**config.mk**
```make
export PLATFORM = sky130hd
export DESIGN_NAME = instr_decode_stage_flat
export DESIGN_NICKNAME = d
export VERILOG_FILES = /design/src/rtl/instr_decode_stage_pkg.sv /design/src/rtl/instr_decode_stage_if.sv /design/src/rtl/instr_decode_stage_fifo.sv /design/src/rtl/instr_decode_stage.sv /design/src/flat_wrapper.sv
export SDC_FILE = /design/constraint.sdc
export NUM_CORES = 1
export LEC_CHECK = 0
export CORE_ASPECT_RATIO = 1.4
export CORE_MARGIN = 10
export CORE_UTILIZATION = 43
export DETAILED_ROUTE_END_ITERATION = 10
export GPL_TIMING_DRIVEN = 0
export HOLD_SLACK_MARGIN = 0.06
export PLACE_DENSITY = 0.77
export SYNTH_ARGS = -nofsm -noshare
export SYNTH_HDL_FRONTEND = slang
export SYNTH_SLANG_ARGS = --single-unit
```
**constraint.sdc**
```tcl
create_clock -name clk -period 2.2 [get_ports clk]
set_clock_uncertainty 0.05 [all_clocks]
set_input_delay 0.22 -clock clk [delete_from_list [all_inputs] [get_ports clk]]
set_output_delay 0.22 -clock clk [all_outputs]
set_load 0.02 [all_outputs]
```
**src/rtl/instr_decode_stage_pkg.sv**
```systemverilog
// Shared decode definitions for the KGP decode stage: opcodes, control-word layout,
// FSM state type and the pure instruction decode function.
package kgp_decode_pkg;

    localparam int OPC_W  = 6;
    localparam int FN_W   = 5;
    localparam int CTRL_W = 16;

    localparam logic [OPC_W-1:0] OP_RTYPE  = 6'b000000;
    localparam logic [OPC_W-1:0] OP_ADDI   = 6'b001000;
    localparam logic [OPC_W-1:0] OP_LD     = 6'b010000;
    localparam logic [OPC_W-1:0] OP_ST     = 6'b010001;
    localparam logic [2:0]       OP_BR_PFX = 3'b011;
    localparam logic [OPC_W-1:0] OP_CALL   = 6'b100000;

    // Control word, MSB first: SA, SB[1:0], ALUOP[2:0], DIFF, SC[2:0], WA, WB, WR, SSW, SS, SPC
    localparam int CW_SA    = 15;
    localparam int CW_SB    = 13;
    localparam int CW_ALUOP = 10;
    localparam int CW_DIFF  = 9;
    localparam int CW_SC    = 6;
    localparam int CW_WA    = 5;
    localparam int CW_WB    = 4;
    localparam int CW_WR    = 3;
    localparam int CW_SSW   = 2;
    localparam int CW_SS    = 1;
    localparam int CW_SPC   = 0;

    // CALL micro-ops: link write, then the jump
    localparam logic [CTRL_W-1:0] CTRL_CALL_UOP0 = (16'b010 << CW_SC) | (16'b1 << CW_WR);
    localparam logic [CTRL_W-1:0] CTRL_CALL_UOP1 = (16'b1 << CW_SPC) | (16'b1 << CW_SSW);

    typedef enum logic {IDLE, SECOND} state_e;

    typedef struct packed {
        logic              illegal;
        logic [CTRL_W-1:0] ctrl;
    } dec_t;

    function automatic dec_t decode(input logic [OPC_W-1:0] op, input logic [FN_W-1:0] funct);
        dec_t d;
        d = '0;
        if (op == OP_RTYPE) begin
            d.ctrl[CW_WR]            = 1'b1;
            d.ctrl[CW_ALUOP +: 3]    = funct[2:0];
            d.ctrl[CW_DIFF]          = funct[3];
        end else if (op == OP_ADDI) begin
            d.ctrl[CW_ALUOP +: 3]    = 3'b001;
            d.ctrl[CW_WR]            = 1'b1;
        end else if (op == OP_LD) begin
            d.ctrl[CW_SB +: 2]       = 2'b01;
            d.ctrl[CW_ALUOP +: 3]    = 3'b001;
            d.ctrl[CW_SC +: 3]       = 3'b001;
            d.ctrl[CW_WR]            = 1'b1;
        end else if (op == OP_ST) begin
            d.ctrl[CW_SB +: 2]       = 2'b01;
            d.ctrl[CW_ALUOP +: 3]    = 3'b001;
            d.ctrl[CW_WB]            = 1'b1;
        end else if (op[5:3] == OP_BR_PFX) begin
            d.ctrl[CW_SS]            = 1'b1;
            d.ctrl[CW_SPC]           = 1'b1;
            d.ctrl[CW_SB +: 2]       = 2'b10;
            d.ctrl[CW_ALUOP +: 3]    = op[2:0];
        end else if (op == OP_CALL) begin
            d.ctrl = CTRL_CALL_UOP0;
        end else begin
            d.illegal = 1'b1;
        end
        return d;
    endfunction

endpackage

```
**src/rtl/instr_decode_stage_if.sv**
```systemverilog
// Fetch-side and execute-side handshakes of the decode stage; slave = decode stage.
interface instr_decode_stage_if
    import kgp_decode_pkg::*;
#(
    parameter int INSTR_W = 32
) ();
    logic               in_valid;
    logic               in_ready;
    logic [INSTR_W-1:0] in_instr;
    logic               out_valid;
    logic               out_ready;
    logic [CTRL_W-1:0]  out_ctrl;
    logic               out_uop;
    logic               out_illegal;

    modport slave (
        input  in_valid, in_instr, out_ready,
        output in_ready, out_valid, out_ctrl, out_uop, out_illegal
    );

    modport master (
        output in_valid, in_instr, out_ready,
        input  in_ready, out_valid, out_ctrl, out_uop, out_illegal
    );
endinterface

```
**src/rtl/instr_decode_stage_fifo.sv**
```systemverilog
// decode_fifo: DEPTH-entry circular buffer with synchronous clear; head is zero while empty.
module decode_fifo #(
    parameter int DEPTH = 2,
    parameter int W     = 18,
    localparam int PTR_W = $clog2(DEPTH),
    localparam int CNT_W = $clog2(DEPTH) + 1
) (
    input  logic             clk,
    input  logic             rst,
    input  logic             clr_i,
    input  logic             push_i,
    input  logic [W-1:0]     data_i,
    input  logic             pop_i,
    output logic             valid_o,
    output logic [W-1:0]     data_o,
    output logic [CNT_W-1:0] count_o
);
    logic [W-1:0]     mem_q [DEPTH];
    logic [PTR_W-1:0] wr_ptr_q, rd_ptr_q;
    logic [CNT_W-1:0] count_q;

    always_ff @(posedge clk) begin
        if (rst || clr_i) begin
            wr_ptr_q <= '0;
            rd_ptr_q <= '0;
            count_q  <= '0;
        end else begin
            if (push_i) wr_ptr_q <= wr_ptr_q + PTR_W'(1);
            if (pop_i)  rd_ptr_q <= rd_ptr_q + PTR_W'(1);
            case ({push_i, pop_i})
                2'b10:   count_q <= count_q + CNT_W'(1);
                2'b01:   count_q <= count_q - CNT_W'(1);
                default: count_q <= count_q;
            endcase
        end
    end

    // Storage carries no reset; the head is masked to zero while empty.
    always_ff @(posedge clk) begin
        if (push_i && !rst && !clr_i) mem_q[wr_ptr_q] <= data_i;
    end

    assign valid_o = (count_q != '0);
    assign data_o  = valid_o ? mem_q[rd_ptr_q] : '0;
    assign count_o = count_q;
endmodule

```
**src/rtl/instr_decode_stage.sv**
```systemverilog
// KGP decode stage: instruction -> 16-bit control word, CALL split into two micro-ops.
// Optional feature macro DECODE_ILLEGAL_TRAP_EN: flag illegal opcodes and stall until flush/rst.
module instr_decode_stage
    import kgp_decode_pkg::*;
#(
    parameter int INSTR_W = 32,
    parameter int OP_W    = 6,
    parameter int FUNCT_W = 5,
    parameter int DEPTH   = 2
) (
    input  logic                 clk,
    input  logic                 rst,
    input  logic                 flush,
    instr_decode_stage_if.slave  bus
);
    localparam int CNT_W = $clog2(DEPTH) + 1;
    localparam logic [CNT_W-1:0] DEPTH_C = CNT_W'(DEPTH);
`ifdef DECODE_ILLEGAL_TRAP_EN
    localparam bit TRAP_EN = 1'b1;
`else
    localparam bit TRAP_EN = 1'b0;
`endif

    state_e            state_q, state_d;
    logic              trap_q;
    logic [CNT_W-1:0]  count;
    logic              fifo_valid;
    logic [CTRL_W+1:0] head;
    logic              push;
    logic [CTRL_W+1:0] push_data;
    logic              pop;
    logic              accept;
    logic [OP_W-1:0]   op;
    dec_t              dec;

    assign op  = bus.in_instr[INSTR_W-1 -: OP_W];
    assign dec = decode(op, bus.in_instr[FUNCT_W-1:0]);

    assign bus.in_ready = !rst && (state_q == IDLE) && (count < DEPTH_C) && !trap_q;
    assign accept       = bus.in_valid && bus.in_ready && !flush;
    assign pop          = fifo_valid && bus.out_ready;

    always_comb begin
        push      = 1'b0;
        push_data = '0;
        state_d   = state_q;
        case (state_q)
            IDLE: begin
                if (accept) begin
                    push = 1'b1;
                    if (op == OP_CALL) begin
                        push_data = {1'b0, 1'b0, CTRL_CALL_UOP0};
                        state_d   = SECOND;
                    end else begin
                        push_data = {dec.illegal & TRAP_EN, 1'b0, dec.ctrl};
                    end
                end
            end
            SECOND: begin
                // A dequeue in the same cycle frees the slot uop1 needs
                if (count < DEPTH_C || pop) begin
                    push      = 1'b1;
                    push_data = {1'b0, 1'b1, CTRL_CALL_UOP1};
                    state_d   = IDLE;
                end
            end
            default: state_d = IDLE;
        endcase
        if (flush) begin
            push    = 1'b0;
            state_d = IDLE;
        end
    end

    always_ff @(posedge clk) begin
        if (rst) state_q <= IDLE;
        else     state_q <= state_d;
    end

    always_ff @(posedge clk) begin
        if (rst || flush)                         trap_q <= 1'b0;
        else if (TRAP_EN && accept && dec.illegal) trap_q <= 1'b1;
    end

    decode_fifo #(
        .DEPTH (DEPTH),
        .W     (CTRL_W + 2)
    ) u_fifo (
        .clk     (clk),
        .rst     (rst),
        .clr_i   (flush),
        .push_i  (push),
        .data_i  (push_data),
        .pop_i   (pop),
        .valid_o (fifo_valid),
        .data_o  (head),
        .count_o (count)
    );

    assign bus.out_valid   = fifo_valid;
    assign bus.out_ctrl    = head[CTRL_W-1:0];
    assign bus.out_uop     = head[CTRL_W];
    assign bus.out_illegal = head[CTRL_W+1];
endmodule

```
**src/flat_wrapper.sv**
```systemverilog
// flat-port wrapper written by rule: the top's interface ports become plain ports
module instr_decode_stage_flat import kgp_decode_pkg::*;
#(
    parameter int INSTR_W = 32,
    parameter int OP_W    = 6,
    parameter int FUNCT_W = 5,
    parameter int DEPTH   = 2
)
  (clk, rst, flush, bus_in_valid, bus_in_instr, bus_out_ready, bus_in_ready, bus_out_valid, bus_out_ctrl, bus_out_uop, bus_out_illegal);
  instr_decode_stage_if #(.INSTR_W(INSTR_W)) bus_i ();
  input  logic clk;
  input  logic rst;
  input  logic flush;
  input wire logic [$bits(bus_i.in_valid)-1:0] bus_in_valid;
  input wire logic [$bits(bus_i.in_instr)-1:0] bus_in_instr;
  input wire logic [$bits(bus_i.out_ready)-1:0] bus_out_ready;
  output wire logic [$bits(bus_i.in_ready)-1:0] bus_in_ready;
  output wire logic [$bits(bus_i.out_valid)-1:0] bus_out_valid;
  output wire logic [$bits(bus_i.out_ctrl)-1:0] bus_out_ctrl;
  output wire logic [$bits(bus_i.out_uop)-1:0] bus_out_uop;
  output wire logic [$bits(bus_i.out_illegal)-1:0] bus_out_illegal;
  assign bus_i.in_valid = bus_in_valid;
  assign bus_i.in_instr = bus_in_instr;
  assign bus_i.out_ready = bus_out_ready;
  assign bus_in_ready = bus_i.in_ready;
  assign bus_out_valid = bus_i.out_valid;
  assign bus_out_ctrl = bus_i.out_ctrl;
  assign bus_out_uop = bus_i.out_uop;
  assign bus_out_illegal = bus_i.out_illegal;
  instr_decode_stage #(.INSTR_W(INSTR_W), .OP_W(OP_W), .FUNCT_W(FUNCT_W), .DEPTH(DEPTH)) u_core (.clk(clk), .rst(rst), .flush(flush), .bus(bus_i));
endmodule
```
# --- After elaboration in Yosys (flattened, before gate mapping) ---
# Memories as Yosys holds them, arrays and structs flattened. A register that Yosys moved wholly into a read port is not among the register bits.
# Index checks and enable logic that the tools add are counted.
classes:
  eq_ne: 7
  n_reduce_logical: 15
  n_lt_le_gt_ge: 1
  bitwise_logic: 1
  addsub: 4
  n_mux: 50
op_table:
  columns: ["cell", "count"]
  rows:
  - ["2-to-1 mux 16 bit", 6]
  - ["2-to-1 mux 18 bit", 2]
  - ["case mux 18 bit (2 select lines)", 1]
  - ["2-to-1 mux 5 bit", 5]
  - ["2-to-1 mux 3 bit", 7]
  - ["2-to-1 mux 1 bit", 18]
  - ["2-to-1 mux 17 bit", 1]
  - ["2-to-1 mux 8 bit", 2]
  - ["equality test 6 x 5 -> 1 bit, second input constant", 2]
  - ["2-to-1 mux 4 bit", 2]
  - ["logical AND 1 bit", 7]
  - ["equality test 6 x 4 -> 1 bit, second input constant", 1]
  - ["equality test 6 bit, second input constant", 1]
  - ["logical NOT 6 bit", 1]
  - ["2-to-1 mux 6 bit", 1]
  - ["2-to-1 mux 2 bit", 2]
  - ["case mux 1 bit (2 select lines)", 2]
  - ["case mux 2 bit (2 select lines)", 1]
  - ["nonzero test 2 bit", 2]
  - ["equality test 3 x 2 -> 1 bit, second input constant", 1]
  - ["adder 1 bit, second input constant", 2]
  - ["adder 2 x 1 -> 2 bit, second input constant", 1]
  - ["equality test 2 x 1 -> 1 bit, second input constant", 1]
  - ["equality test 2 bit, second input constant", 1]
  - ["other kinds (6)", 8]
totals:
  wordCells: 83
  memories: 1
  out_inout_bits: 20
  ramBits: 36
  in_bits: 37
  ff_bits: 5
mem_list:
  columns: ["name", "words", "width", "read_ports", "rd_clocked_by_memory_dff", "write_ports", "line_no", "rtl"]
  rows:
  - ["u_core.u_fifo.mem_q", 2, 18, 1, 1, 1, "instr_decode_stage_fifo.sv:18", "logic [W-1:0] mem_q [DEPTH];"]

# --- Depth between registers and ports, before layout ---
depth:
  ltp_word: 15
  depth_mapped: 8
  mapped_depth_nobuf: 7

# --- Modules after synthesis ---
# Synthesis repeated with hierarchy kept, for this count alone.
hier_totals:
  hier_cells: 140
  hier_area_um2: 1870.5
modules_own_cells:
  columns: ["mod", "cells_each", "area_per_inst_um2", "instances", "seq_area_each_um2"]
  rows:
  - ["decode_fifo", 98, 1565.3, 1, 1181.1]
  - ["instr_decode_stage", 42, 305.3, 1, 20.0]

# --- Worst setup path before layout ---
# Ideal clock, no wire load.
synth_timing:
  path_type: "flip-flop to flip-flop"
  startpoint: "register u_core.state_q"
  endpoint: "memory u_core.u_fifo.mem_q[1][0] (enable)"
  period_less_slack_ns: 1.963
  stages_incl_launch_ff: 4
  n_path_buf: 0
  path_slack_ns: 0.237
  setup_time_ns: 0.396
  arrival_ns: 1.517
  required_time_ns: 1.754
  cell_sequence: "dfxtp_1 nor2_1 a2bb2oi_1 nor3_1"
synth_between:
  elab_chain_cells: 12
synth_lines:
  columns: ["element", "line_no", "rtl"]
  rows:
  - ["from (decl)", "instr_decode_stage.sv:24", "state_e state_q, state_d;"]
  - ["from (signal assigned)", "instr_decode_stage.sv:77", "else state_q <= state_d;"]
  - ["NOT 1 bit", "instr_decode_stage.sv:39, instr_decode_stage.sv:47", null]
  - ["logical AND 1 bit (2 in a row)", "instr_decode_stage.sv:39", "assign bus.in_ready = !rst && (state_q == IDLE) && (count < DEPTH_C) && !trap_q;"]
  - ["logical AND 1 bit (2 in a row)", "instr_decode_stage.sv:40", "assign accept = bus.in_valid && bus.in_ready && !flush;"]
  - ["2-to-1 mux 1 bit", "instr_decode_stage.sv:49", "if (accept) begin"]
  - ["case mux 1 bit (2 select lines) *", "instr_decode_stage.sv:47", "case (state_q)"]
  - ["2-to-1 mux 1 bit *", "instr_decode_stage.sv:69", "if (flush) begin"]
  - ["logical AND 1 bit * (2 in a row)", "instr_decode_stage_fifo.sv:40", "if (push_i && !rst && !clr_i) mem_q[wr_ptr_q] <= data_i;"]
  - ["2-to-1 mux 1 bit *", "instr_decode_stage_fifo.sv:40", null]
  - ["2-to-1 mux 1 bit (not written as such) *", "instr_decode_stage_fifo.sv:40", null]
  - ["to (decl)", "instr_decode_stage_fifo.sv:18", null]
# Every way passes the cells marked *; elsewhere a longest branch is shown, timed or not.

# --- Worst setup path after layout ---
layout_timing:
  startpoint: "register u_core.u_fifo.count_q[1] (netlist: u_core.u_fifo.count_o[1])"
  endpoint: "output bus_out_ctrl[1]"
layout_between:
  elab_chain_cells: 2
layout_lines:
  columns: ["element", "line_no", "rtl"]
  rows:
  - ["from (decl)", "instr_decode_stage_fifo.sv:20", "logic [CNT_W-1:0] count_q;"]
  - ["from (signal assigned)", "instr_decode_stage_fifo.sv:31", "2'b10: count_q <= count_q + CNT_W'(1);"]
  - ["from (signal assigned)", "instr_decode_stage_fifo.sv:32", "2'b01: count_q <= count_q - CNT_W'(1);"]
  - ["from (signal assigned)", "instr_decode_stage_fifo.sv:33", "default: count_q <= count_q;"]
  - ["nonzero test 2 bit", "instr_decode_stage_fifo.sv:43", "assign valid_o = (count_q != '0);"]
  - ["2-to-1 mux 18 bit", "instr_decode_stage_fifo.sv:44", "assign data_o = valid_o ? mem_q[rd_ptr_q] : '0;"]
  - ["to (decl)", "flat_wrapper.sv:19", "output wire logic [$bits(bus_i.out_ctrl)-1:0] bus_out_ctrl;"]
# No other way between the ends.

==> run metrics <==
status finished clean; DR WL/cell 13.8 µm; WS Path Type reg -> out; final WL 2900 µm; max-cap viol count 0; Clock Pin Slew Worst Setup and Hold Paths 0.06 ns; TritonCTS clock tree built; Clk pwr share 36.5%; main combinational cell family by area after synthesis simple AND/OR/NAND/NOR gates; Initial Util 44.0%; Chip Height 89.0 µm; row count 25; initial antenna violation count 0; dpl cells 202; register area 841 µm²; area grow syn2layout 30.5%; Hold Crit Class in -> reg; die width 69.3 µm; Gate power share 8.9%; met3 Usage GRT 5.11%; met2 GRT Util 17.3%; number of setup buffers added after CTS 0; Slew headroom 34.2%; Ports 57; CTS Buffer Depth 2; worst vdd ir 433 µV; Detailed Route Iter0 Violations 25; unrepaired setup endpoints after global routing false; Fmax 478 MHz; GRT Util Overall 9.56%; Leak Pwr 0.663 nW; Synth Area in XOR/XNOR 1.80%; first-pass GRT wire length 4630 µm; Core Box Area 0.00332 mm²; slack of the critical path 0.109 ns; vias in the first global route 1095; Residual DRC 0; post-synthesis compound-gate area fraction 5.66%; clock latency on the worst-skew pair 0.28 ns; cell chosen for the clock root clkbuf_8; fin crit period 2.09 ns; Power Dens Cells 592 mW/mm²; Final Max Slew Viols 0; HPWL after DPL 2250 µm; data required time of the critical path 1.93 ns; Post-Synth Adder-Cell Area 0.857%; Synth Warn # 0; Mapped Area 0.00146 mm²; global placement routability congestion 0.819; area of the multi-input gates 554 µm²; vias 1066; register area share after synthesis 57.6%; crit path capture type primary output; largest net degree at the start of global routing 13; DP Worst Slack -0.0382 ns; Cell Int Power 0.878 mW; simple-gate share of the synthesized area 18.9%; drt via density 5.08; Fill cells 297; # clock sinks 30; port bufs 28; CP Data Arrival Time 1.82 ns; crit share post-route 95.0%; syn avg cell area 11.1 µm²; TritonRoute pass-1 iters 4; fraction of final layout cells sized beyond drive strength 1 12.4%; ANT nets after route 0; sequential power share 54.6%; Critical Path Start Type flip-flop; Inserted Diodes 0; Die ar. 0.00616 mm²; Seq cells post-synth 30; number of CTS-inserted buffers 5; H-tree Lvls 2; mux contribution to synthesized area 8.91%; grt total ovfl 0; CP Max Fanout 10; Final Hold Fails 0; setup_tns 0 ns; GR peak layer met2; Final nets 207; Synth Instances 131; Final setup viols 0; Net Sw Power 0.251 mW; Final Non-Filler Cells 210; M1 GR Usage 7.49%; Netlist cell types 34; Least-Margin Pin Slew 0.984 ns; Sw Share 22.2%
-- cell type report --
| cell class | count | area share [%] |
|---|---|---|
| Clock buffer | 6 | 3.81 |
| Sequential cell | 30 | 44.1 |
| Multi-Input combinational cell | 87 | 29.1 |
| Timing Repair Buffer | 28 | 14.8 |
| Inverter | 5 | 0.985 |
| Clock inverter | 2 | 0.460 |
| Buffer | 12 | 4.07 |
| Tap cell | 40 | 2.63 |
-- cells in the mapped netlist (all sizes together) --
master | count | area, µm²
a21o | 1 | 7.51
a21oi | 2 | 10.0
a2bb2oi | 1 | 8.76
a311oi | 1 | 8.76
a32oi | 2 | 17.5
and3b | 1 | 8.76
and4bb | 1 | 12.5
buf | 9 | 58.8
clkbuf | 3 | 11.3
conb | 1 | 3.75
dfxtp | 6 | 120
edfxtp | 24 | 721
ha | 1 | 12.5
inv | 5 | 18.8
mux2i | 13 | 130
nand2 | 4 | 15.0
nand3 | 2 | 10.0
nand3b | 3 | 22.5
nand4b | 1 | 8.76
nor2 | 28 | 105
nor2b | 2 | 12.5
nor3 | 4 | 20.0
nor4 | 2 | 18.8
o21ai | 6 | 30.0
or2 | 1 | 6.26
or3 | 2 | 12.5
or3b | 1 | 8.76
or4b | 1 | 13.8
xnor2 | 1 | 8.76
xor2 | 2 | 17.5
-- power groups by stage --
| stage | Clock (mW) | Sequential (mW) | Combinational (mW) |
|---|---|---|---|
| floorplan | 0 | 0.627 | 0.0560 |
| global route | 0.441 | 0.616 | 0.110 |
| detailed placement | 0 | 0.628 | 0.0993 |
| CTS | 0.420 | 0.616 | 0.100 |
| global placement | 0 | 0.627 | 0.0949 |
| finish | 0.412 | 0.616 | 0.101 |
-- cells in the final DEF (no fill, tap or decap), types with 2 or more instances in the layout --
cell type        count
nor2_1              27
clkbuf_1             3
buf_4                7
nand3b_1             3
edfxtp_1            24
nand2_1              4
clkdlybuf4s50_1     27
nor3_1               3
clkbuf_8             5
o21ai_0              5
conb_1               4
or3_1                2
a21oi_1              2
mux2i_1             13
xor2_1               2
dfxtp_1              6
a32oi_1              2
inv_1                5
nor2b_1              2
nand3_1              2
buf_2                2
-- worst max-delay path, stage by stage (launching register included) --
cell             delay (ns)
dfxtp_1                0.31
buf_2                  0.20
nor2_4                 0.06
clkbuf_4               0.19
nor2_1                 0.15
clkdlybuf4s50_1        0.62
-- cell families (layout without fill, tap and decap cells) --
family                     count (synthesis)  in the layout
other                                      1              4
muxes                                     13             13
xor gates and xnor gates                   3              3
DFF                                       30             30
adders and majority gates                  1              1
and+or+nand+nor                           53             53
buffers and inverters                     17             53
AOI/OAI and AO/OA                         13             13
-- stage by stage --
| step | util (%) | hold WS (ns) | power, mW | cell area (µm²) |
|---|---|---|---|---|
| after CTS | 57.2 | 0.369 | 1.14 | 1900 |
| after global placement | 54.3 | 0.397 | 0.722 | 1800 |
| final | 57.5 | 0.384 | 1.13 | 1910 |
| after floorplan | - | 0.351 | 0.683 | 1470 |
| after detailed placement | 54.5 | 0.414 | 0.727 | 1810 |
| after global routing | 57.5 | 0.413 | 1.17 | 1910 |
-- registers in the layout (all words and copies together), names as in the netlist, named ones only --
| name | flops |
|---|---|
| u_core.state_q | 1 |
| u_core.u_fifo.count_o | 2 |
| u_core.u_fifo.mem_q | 24 |
| u_core.u_fifo.rd_ptr_q | 1 |
| u_core.u_fifo.wr_ptr_q | 1 |
-- worst paths after layout --
check                                                           start                               endpoint  slack [ns]  depth (start not counted)
worst max-delay path            u_core.u_fifo.count_o[1]$_SDFFE_PP0P_                        bus_out_ctrl[1]        0.11                          5
worst min-delay path                                 bus_in_instr[30]   u_core.u_fifo.mem_q[0][13]$_DFFE_PP_        0.38                          3
worst max register to register  u_core.u_fifo.count_o[1]$_SDFFE_PP0P_  u_core.u_fifo.count_o[1]$_SDFFE_PP0P_        0.20                          6
worst min register to register    u_core.u_fifo.wr_ptr_q$_SDFFE_PP0P_    u_core.u_fifo.wr_ptr_q$_SDFFE_PP0P_        0.43                          2
-- layer usage --
| layer | up-vias | part of all wire (%) | wire [µm] |
|---|---|---|---|
| li1 | 533 | - | - |
| met1 | 495 | 36 | 1040 |
| met2 | 31 | 53 | 1530 |
| met3 | 7 | 9.0 | 262 |
| met4 | 0 | 2.5 | 73 |
| met5 | - | 0 | 0 |
-- repair_timing --
action	in CTS	in global routing
setup endpoints to repair	12	1
pin swaps	0	0
hold endpoints to repair	0	0
hold buffers	0	0
resized for setup	5	2
cloned	0	0
No activity file was read; power rests on OpenSTA's default activity.
